File: config.mk
export PLATFORM = sky130hd
export DESIGN_NAME = frame_transmitter
export DESIGN_NICKNAME = d
export VERILOG_FILES = /design/src/rtl/frame_transmitter.sv
export SDC_FILE = /design/constraint.sdc
export NUM_CORES = 1
export LEC_CHECK = 0
export BUFFER_PORTS_ARGS = -buffer_cell sky130_fd_sc_hd__buf_2
export CAP_MARGIN = 20
export CELL_PAD_IN_SITES_DETAIL_PLACEMENT = 0
export CELL_PAD_IN_SITES_GLOBAL_PLACEMENT = 1
export CORE_MARGIN = 2
export CORE_UTILIZATION = 45
export CTS_CLUSTER_SIZE = 10
export DETAILED_ROUTE_END_ITERATION = 8
export MAX_ROUTING_LAYER = met4
export PLACE_DENSITY = 0.79
export SLEW_MARGIN = 30
export SYNTH_ARGS = -nofsm -noshare
export SYNTH_HDL_FRONTEND = slang
export SYNTH_SLANG_ARGS = --single-unit
File: constraint.sdc
create_clock -name clk -period 2.5 [get_ports clk]
set_input_delay 0.5 -clock clk [delete_from_list [all_inputs] [get_ports clk]]
set_output_delay 0.5 -clock clk [all_outputs]
set_load 0.01 [all_outputs]
File: src/rtl/frame_transmitter.sv
// Serial framer: one-deep holding register feeding a shifter that sends SFD then payload, LSB-first, on tx.
// Accept-to-first-SFD-bit latency is one cycle from IDLE; ready is a pure register decode.
module frame_transmitter #(
  parameter int                       data_pack_len = 8,
  parameter int                       sfd_len_limit = 8,
  parameter logic [sfd_len_limit-1:0] sfd           = 8'b11010101,
  parameter int                       idle_gap      = 2
) (
  input  logic                     clk,
  input  logic                     reset,
  input  logic [data_pack_len-1:0] din,
  input  logic                     load,
  output logic                     ready,
  output logic                     tx,
  output logic                     busy,
  output logic                     frame_done
);

  localparam int CNT_W = 4;
  localparam int SIW   = $clog2(sfd_len_limit);
  localparam int DIW   = $clog2(data_pack_len);
  localparam logic [CNT_W-1:0] SFD_LAST  = CNT_W'(sfd_len_limit);
  localparam logic [CNT_W-1:0] DATA_LAST = CNT_W'(data_pack_len);
  localparam logic [CNT_W-1:0] GAP_LAST  = CNT_W'(idle_gap);

  typedef enum logic [1:0] {
    IDLE,
    SFD,
    DATA,
    GAP
  } state_t;

  state_t                   state;
  state_t                   state_nxt;
  logic [CNT_W-1:0]         cnt;
  logic [CNT_W-1:0]         cnt_nxt;
  logic [CNT_W-1:0]         gap_cnt;
  logic [CNT_W-1:0]         gap_cnt_nxt;
  logic [data_pack_len-1:0] shreg;
  logic [data_pack_len-1:0] hold;
  logic                     hold_full;
  logic                     tx_nxt;
  logic                     frame_done_nxt;
  logic                     consume;

  assign ready = ~hold_full;
  assign busy  = (state != IDLE);

  always_ff @(posedge clk or negedge reset) begin
    if (!reset) begin
      state <= IDLE;
    end else begin
      state <= state_nxt;
    end
  end

  always_comb begin
    state_nxt      = state;
    cnt_nxt        = cnt;
    gap_cnt_nxt    = gap_cnt;
    tx_nxt         = 1'b0;
    frame_done_nxt = 1'b0;
    consume        = 1'b0;
    case (state)
      IDLE: begin
        if (hold_full) begin
          consume   = 1'b1;
          tx_nxt    = sfd[0];
          cnt_nxt   = 4'd1;
          state_nxt = SFD;
        end
      end
      SFD: begin
        // cnt has reached the SFD length once its last bit is on the line
        if (cnt == SFD_LAST) begin
          tx_nxt    = shreg[0];
          cnt_nxt   = 4'd1;
          state_nxt = DATA;
        end else begin
          tx_nxt  = sfd[cnt[SIW-1:0]];
          cnt_nxt = cnt + 4'd1;
        end
      end
      DATA: begin
        if (cnt == DATA_LAST) begin
          frame_done_nxt = 1'b1;
          gap_cnt_nxt    = 4'd1;
          cnt_nxt        = '0;
          state_nxt      = GAP;
        end else begin
          tx_nxt  = shreg[cnt[DIW-1:0]];
          cnt_nxt = cnt + 4'd1;
        end
      end
      GAP: begin
        if (gap_cnt == GAP_LAST) begin
          gap_cnt_nxt = '0;
          if (hold_full) begin
            consume   = 1'b1;
            tx_nxt    = sfd[0];
            cnt_nxt   = 4'd1;
            state_nxt = SFD;
          end else begin
            state_nxt = IDLE;
          end
        end else begin
          gap_cnt_nxt = gap_cnt + 4'd1;
        end
      end
      default: state_nxt = IDLE;
    endcase
  end

  always_ff @(posedge clk or negedge reset) begin
    if (!reset) begin
      cnt        <= '0;
      gap_cnt    <= '0;
      tx         <= 1'b0;
      frame_done <= 1'b0;
      shreg      <= '0;
      hold       <= '0;
      hold_full  <= 1'b0;
    end else begin
      cnt        <= cnt_nxt;
      gap_cnt    <= gap_cnt_nxt;
      tx         <= tx_nxt;
      frame_done <= frame_done_nxt;
      // consume only happens with ready low, so it never races an accept
      if (consume) begin
        shreg     <= hold;
        hold_full <= 1'b0;
      end else if (load && ready) begin
        hold      <= din;
        hold_full <= 1'b1;
      end
    end
  end

endmodule

# --- Yosys cells after proc, flatten, opt, wreduce, memory -nomap -nowiden ---
# Memory sizes are Yosys's and may differ from the RTL's.
# Index checks and enable logic that the tools add are counted.
totals:
  mem_bits_ro: 8
  memories: 1
  regBits: 29
  latchBits: 0
  ramBits: 0
  input_bits: 11
  wordCells: 58
  output_inout_bits: 4
classes:
  div_mod_pow: 0
  n_lt_le_gt_ge: 1
  n_reduce_logical: 8
  n_shift: 0
  multipliers: 0
  n_eq_ne: 9
  bitwise: 2
  mux: 27
  n_addsub: 2
memory_table:
  columns: ["memory", "words", "word_bits", "read_ports", "rd_ports_with_merged_regs", "wr", "line_no", "text"]
  rows:
  - ["(no name shown)", 8, 1, 1, 0, 0, "80", "tx_nxt = sfd[cnt[SIW-1:0]];"]
op_table:
  columns: ["op", "n"]
  rows:
  - ["two-way mux 4 bit", 6]
  - ["one-hot mux 4 bit (4 select lines)", 1]
  - ["two-way mux 1 bit", 11]
  - ["adder 4 x 1 -> 4 bit (second input constant)", 2]
  - ["two-way mux 2 bit", 4]
  - ["!= test 2 bit (second input constant)", 4]
  - ["one-hot mux 2 bit (4 select lines)", 1]
  - ["one-hot mux 4 bit (2 select lines)", 1]
  - ["nonzero test 2 bit", 3]
  - ["== test 2 bit (second input constant)", 2]
  - ["== test 4 x 2 -> 1 bit (second input constant)", 1]
  - ["== test 4 bit (second input constant)", 1]
  - ["< comparator 3 x 4 -> 1 bit (second input constant)", 1]
  - ["one-hot mux 1 bit (4 select lines)", 1]
  - ["AND reduction 2 bit", 2]
  - ["AND reduction 4 bit", 1]
  - ["binary-select mux 1 bit (select 3 bit)", 1]
  - ["== test 2 x 1 -> 1 bit (second input constant)", 1]
  - ["zero test 2 bit", 1]
  - ["inverter 1 bit", 2]
  - ["one-hot mux 1 bit (2 select lines)", 1]
  - ["logical AND 1 bit", 1]

# --- Depth between registers and ports, before layout ---
depth:
  word_depth: 5
  mapped_depth: 7
  ltp_nobuf: 6

# --- Worst setup path after synthesis ---
# OpenSTA, ideal clock, no wires.
synth_path:
  kind: "register to register"
  from: "register state[0]"
  to: "register state[0]"
  path_stages_with_launch: 7
  required_ns: 2.413
  period_less_slack_ns: 1.774
  setup_slack_ns: 0.726
  setup_ns: 0.087
  path_buffers: 0
  t_arrival_ns: 1.687
  path_cell_list: "dfrtp_1 > inv_1 > ha_1 > or2_2 > a222oi_1 > o21ai_1 > a22oi_1"
synth_via:
  elab_chain_len: 3
  word_cells_on_any_way: 10
  cone_classes: "eq/ne (7); mux (1); reduce/logical (2)"
synth_rtl:
  columns: ["item", "line_no", "text"]
  rows:
  - ["start, declared", "33", "state_t state;"]
  - ["start signal, assigned", "53", "state <= state_nxt;"]
  - ["== test 2 bit (tied with other cells)", "64", "case (state)"]
  - ["!= test 2 bit (no source line)", null, null]
  - ["AND reduction 4 bit (no source line)", null, null]
# Parallel ways exist; a longest one is shown, timed or not.
# A chain may end at the register's enable or synchronous reset.

# --- Final worst setup path ---
# Same ends and word-level chain as after synthesis.

==> impl_results.md <==
- Status: finished clean
- Via density: 5.320
- Num Clock Sinks: 29
- Setup Buffers After CTS: 0
- Post-Place Setup Slack: 0.4877 ns
- Leakage: 0.7677 nW
- Total gr overflow: 0
- Initial Utilization: 0.4615
- Fmax: 0.4900 GHz
- GRT Overall Usage: 0.1588
- Number of port buffers: 14
- Die ar.: a little under 0.004 mm^2
- Crit Reg-Reg Endpoint: state[0]$_DFFE_PN0P_
- Final wirelength: 2.641 mm
- Synth Register Bits: 29
- R2R Setup Slk: 0.46 ns
- Nets: 171
- Reg clk slew, reported paths: 0.10 ns
- Power density cells: 1196 mW/mm^2
- ANT nets after route: 0
- R2r startpoint: state[0]$_DFFE_PN0P_
- Post-synth design cell area: 0.001528 mm^2
- Final Hold Fails: 0
- DP Cell Count: 189
- Critical path peak fanout: 7
- Tmin final: between 2 and 2.5 ns
- Critical Path Source Type: flip-flop
- Clk Latency, worst-skew pair: 0.33 ns
- Type of the worst setup path: reg2reg
- Clock buffer count from CTS: 5
- Worst r2r path cells: 6
- Worst Tran Pin Value: ~0.76 ns
- CTS tree: done
- Fraction of layout cells with a size suffix above 1: 0.2848
- Clock root cell: clkbuf_4
- Power share of the clock group: 0.142
- # H-tree levels: 2
- Data arrival, critical path: about 2.3 ns
- Hold_ws: 0.1756 ns
- Pins Over Slew Limit: 0
- Setup TNS after final layout: 0 ns
- Leading area contributor after synthesis: dfrtp_1
- Synth area leaders: dfrtp_1, mux2_2, ha_1
- Clock Path Buffers: 2
- Largest net degree at the start of global routing: 30
- Post-route insts no fill: 197
- Required time worst endpoint: 2.74 ns
- Number of diodes: 0
- Drt wl/cell: 13.41 um
- Area grow syn2layout: 10.65%
- Die width: 62.27 um
- Syn avg cell area: 11.40 um^2
- Pre-antenna DRT Iters: 4
- Row cnt: 21
- Hold Crit Class: in2async
- Worst setup path startpoint: state[0]$_DFFE_PN0P_
- Final WS setup: 0.4594 ns
- Io pins: 15
- Yosys warnings: 0
- Synth top area share: 0.4750
- Slew HR: 0.4934
- # hold bufs at CTS: 0
- Comb power frac: 0.447
- First-pass GRT wire length: about 4.7 mm
- Peak supply drop: 0.0004691 V
- Commonest non-fill, non-tap cell in the layout: dfrtp_1
- Setup crit end kind: flip-flop
- Total chip power: 2.022 mW
- Core footprint: 0.003311 mm^2
- Drt drc: 0
- RSZ-0062 raised after global routing: no
- Initial antenna violation count: 0
- Seq/Total Area, Yosys: 0.4750
- Dpl hpwl: 1.911 mm
- Pint: 1.237 mW
- Layout Skew: 0.007610 ns
- Mapped Cells: ~130
- Crit path capture: state[0]$_DFFE_PN0P_
- Vias: approximately 1000
- Fin crit share: 0.8162
- Drt initial violations: 41
- Vias in the first global route: 1015
- Cell variety after synth: 40
- Chip Height: 62.27 um
- Endpoints failing setup: 0
- Commonest cells after routing, fill and taps aside: dfrtp_1, mux2_2, buf_2
- RePlAce Congestion: 0.7856
- Maxcap violations: 0
- Syn nets: 155
- Post-CTS sizing: 0
- P_sw: roughly 0.78 mW
- Switching Share: 0.3879
- Seq pwr share: 0.411
## power by group through the flow
| stage | clock network [mW] | registers, mW | logic [mW] |
|---|---|---|---|
| after floorplan | 0 | 0.779 | 0.768 |
| after global placement | 0 | 0.835 | 0.890 |
| after detailed placement | 0 | 0.843 | 0.907 |
| after CTS | 0.296 | 0.832 | 0.913 |
| after global routing | 0.317 | 0.866 | 1.02 |
| final | 0.287 | 0.831 | 0.904 |
## cell type report
cell class,count,area [um^2]
timing repair buffer,14,70.07
tap,46,57.56
clock buffer,5,37.54
clock inverter,3,22.52
inverter,9,33.78
fill,312,1620
sequential,29,725.7
multi-input combinational,91,743.2
## synthesized netlist by cell type, drive strengths merged
cell      n
a31o      1
and3b     1
or2       1
nand2     8
a21oi     3
mux4      1
o21ai     8
o41ai     1
o21a      2
nand3b    2
o31ai     3
a211oi    1
a222oi    1
o2bb2ai   2
mux2i     3
a22o      3
nand3     3
a22oi     1
xor2      1
o21bai    1
nor2      6
a21o      1
buf       3
or4       1
nor2b     4
dfrtp    29
ha       10
clkbuf    2
mux2     16
nor3b     1
a311o     1
nand4b    1
and2      1
or3b      1
o22ai     1
inv       9
## per-layer routing
metal  global-route usage  routed length (um)  vias to the layer above
li1                     -                   -                      509
met1               0.2000                1266                      514
met2               0.2391                1235                       21
met3              0.05978                 113                        4
met4              0.05000                  25                        0
met5                    -                   0                        -
## worst max-delay path, stage by stage (launching register included)
cell      delay [ns]
dfrtp_1         0.40
inv_1           0.11
ha_1            0.31
or2_2           0.33
a222oi_1        0.51
o21ai_1         0.13
a22oi_1         0.17
## per-stage QoR
stage / cell area, um^2 / util
6_report: 1690 / 0.5106
3_3_place_gp: 1630 / 0.4924
4_1_cts: 1690 / 0.5106
2_1_floorplan: 1528 / -
5_1_grt: 1690 / 0.5106
3_5_place_dp: 1630 / 0.4924
## how the worst min path moves through the flow
stage / from / endpoint / slack (ns) / cells after the start
finish: reset / cnt[1]$_DFFE_PN0P_ / 0.18 / 1
global route: reset / hold[3]$_DFFE_PN0P_ / 0.22 / 1
CTS: reset / shreg[3]$_DFFE_PN0P_ / 0.20 / 1
detailed placement: hold[2]$_DFFE_PN0P_ / hold[2]$_DFFE_PN0P_ / 0.49 / 1
global placement: hold[4]$_DFFE_PN0P_ / shreg[4]$_DFFE_PN0P_ / 0.49 / 1
floorplan: reset / cnt[0]$_DFFE_PN0P_ / 0.20 / 0
## registers in the layout, indices dropped and copies added (netlist names)
| name | cells |
|---|---|
| cnt | 4 |
| frame_done | 1 |
| gap_cnt | 4 |
| hold | 8 |
| hold_full | 1 |
| shreg | 8 |
| state | 2 |
| tx | 1 |
## cells by family (layout without fill, tap and decap cells)
kind of cell             Yosys count  in the layout  synth area share
AND/OR/NAND/NOR                   30             30            0.1057
multiplexers                      20             20            0.1523
buffers and inverters             14             31           0.03850
adder cells (fa/ha/maj)           10             10           0.08190
XOR/XNOR                           1              1          0.005734
AO/OA/AOI/OAI                     30             30            0.1409
flip-flops                        29             29            0.4750
(Power assumes the default switching activity.)
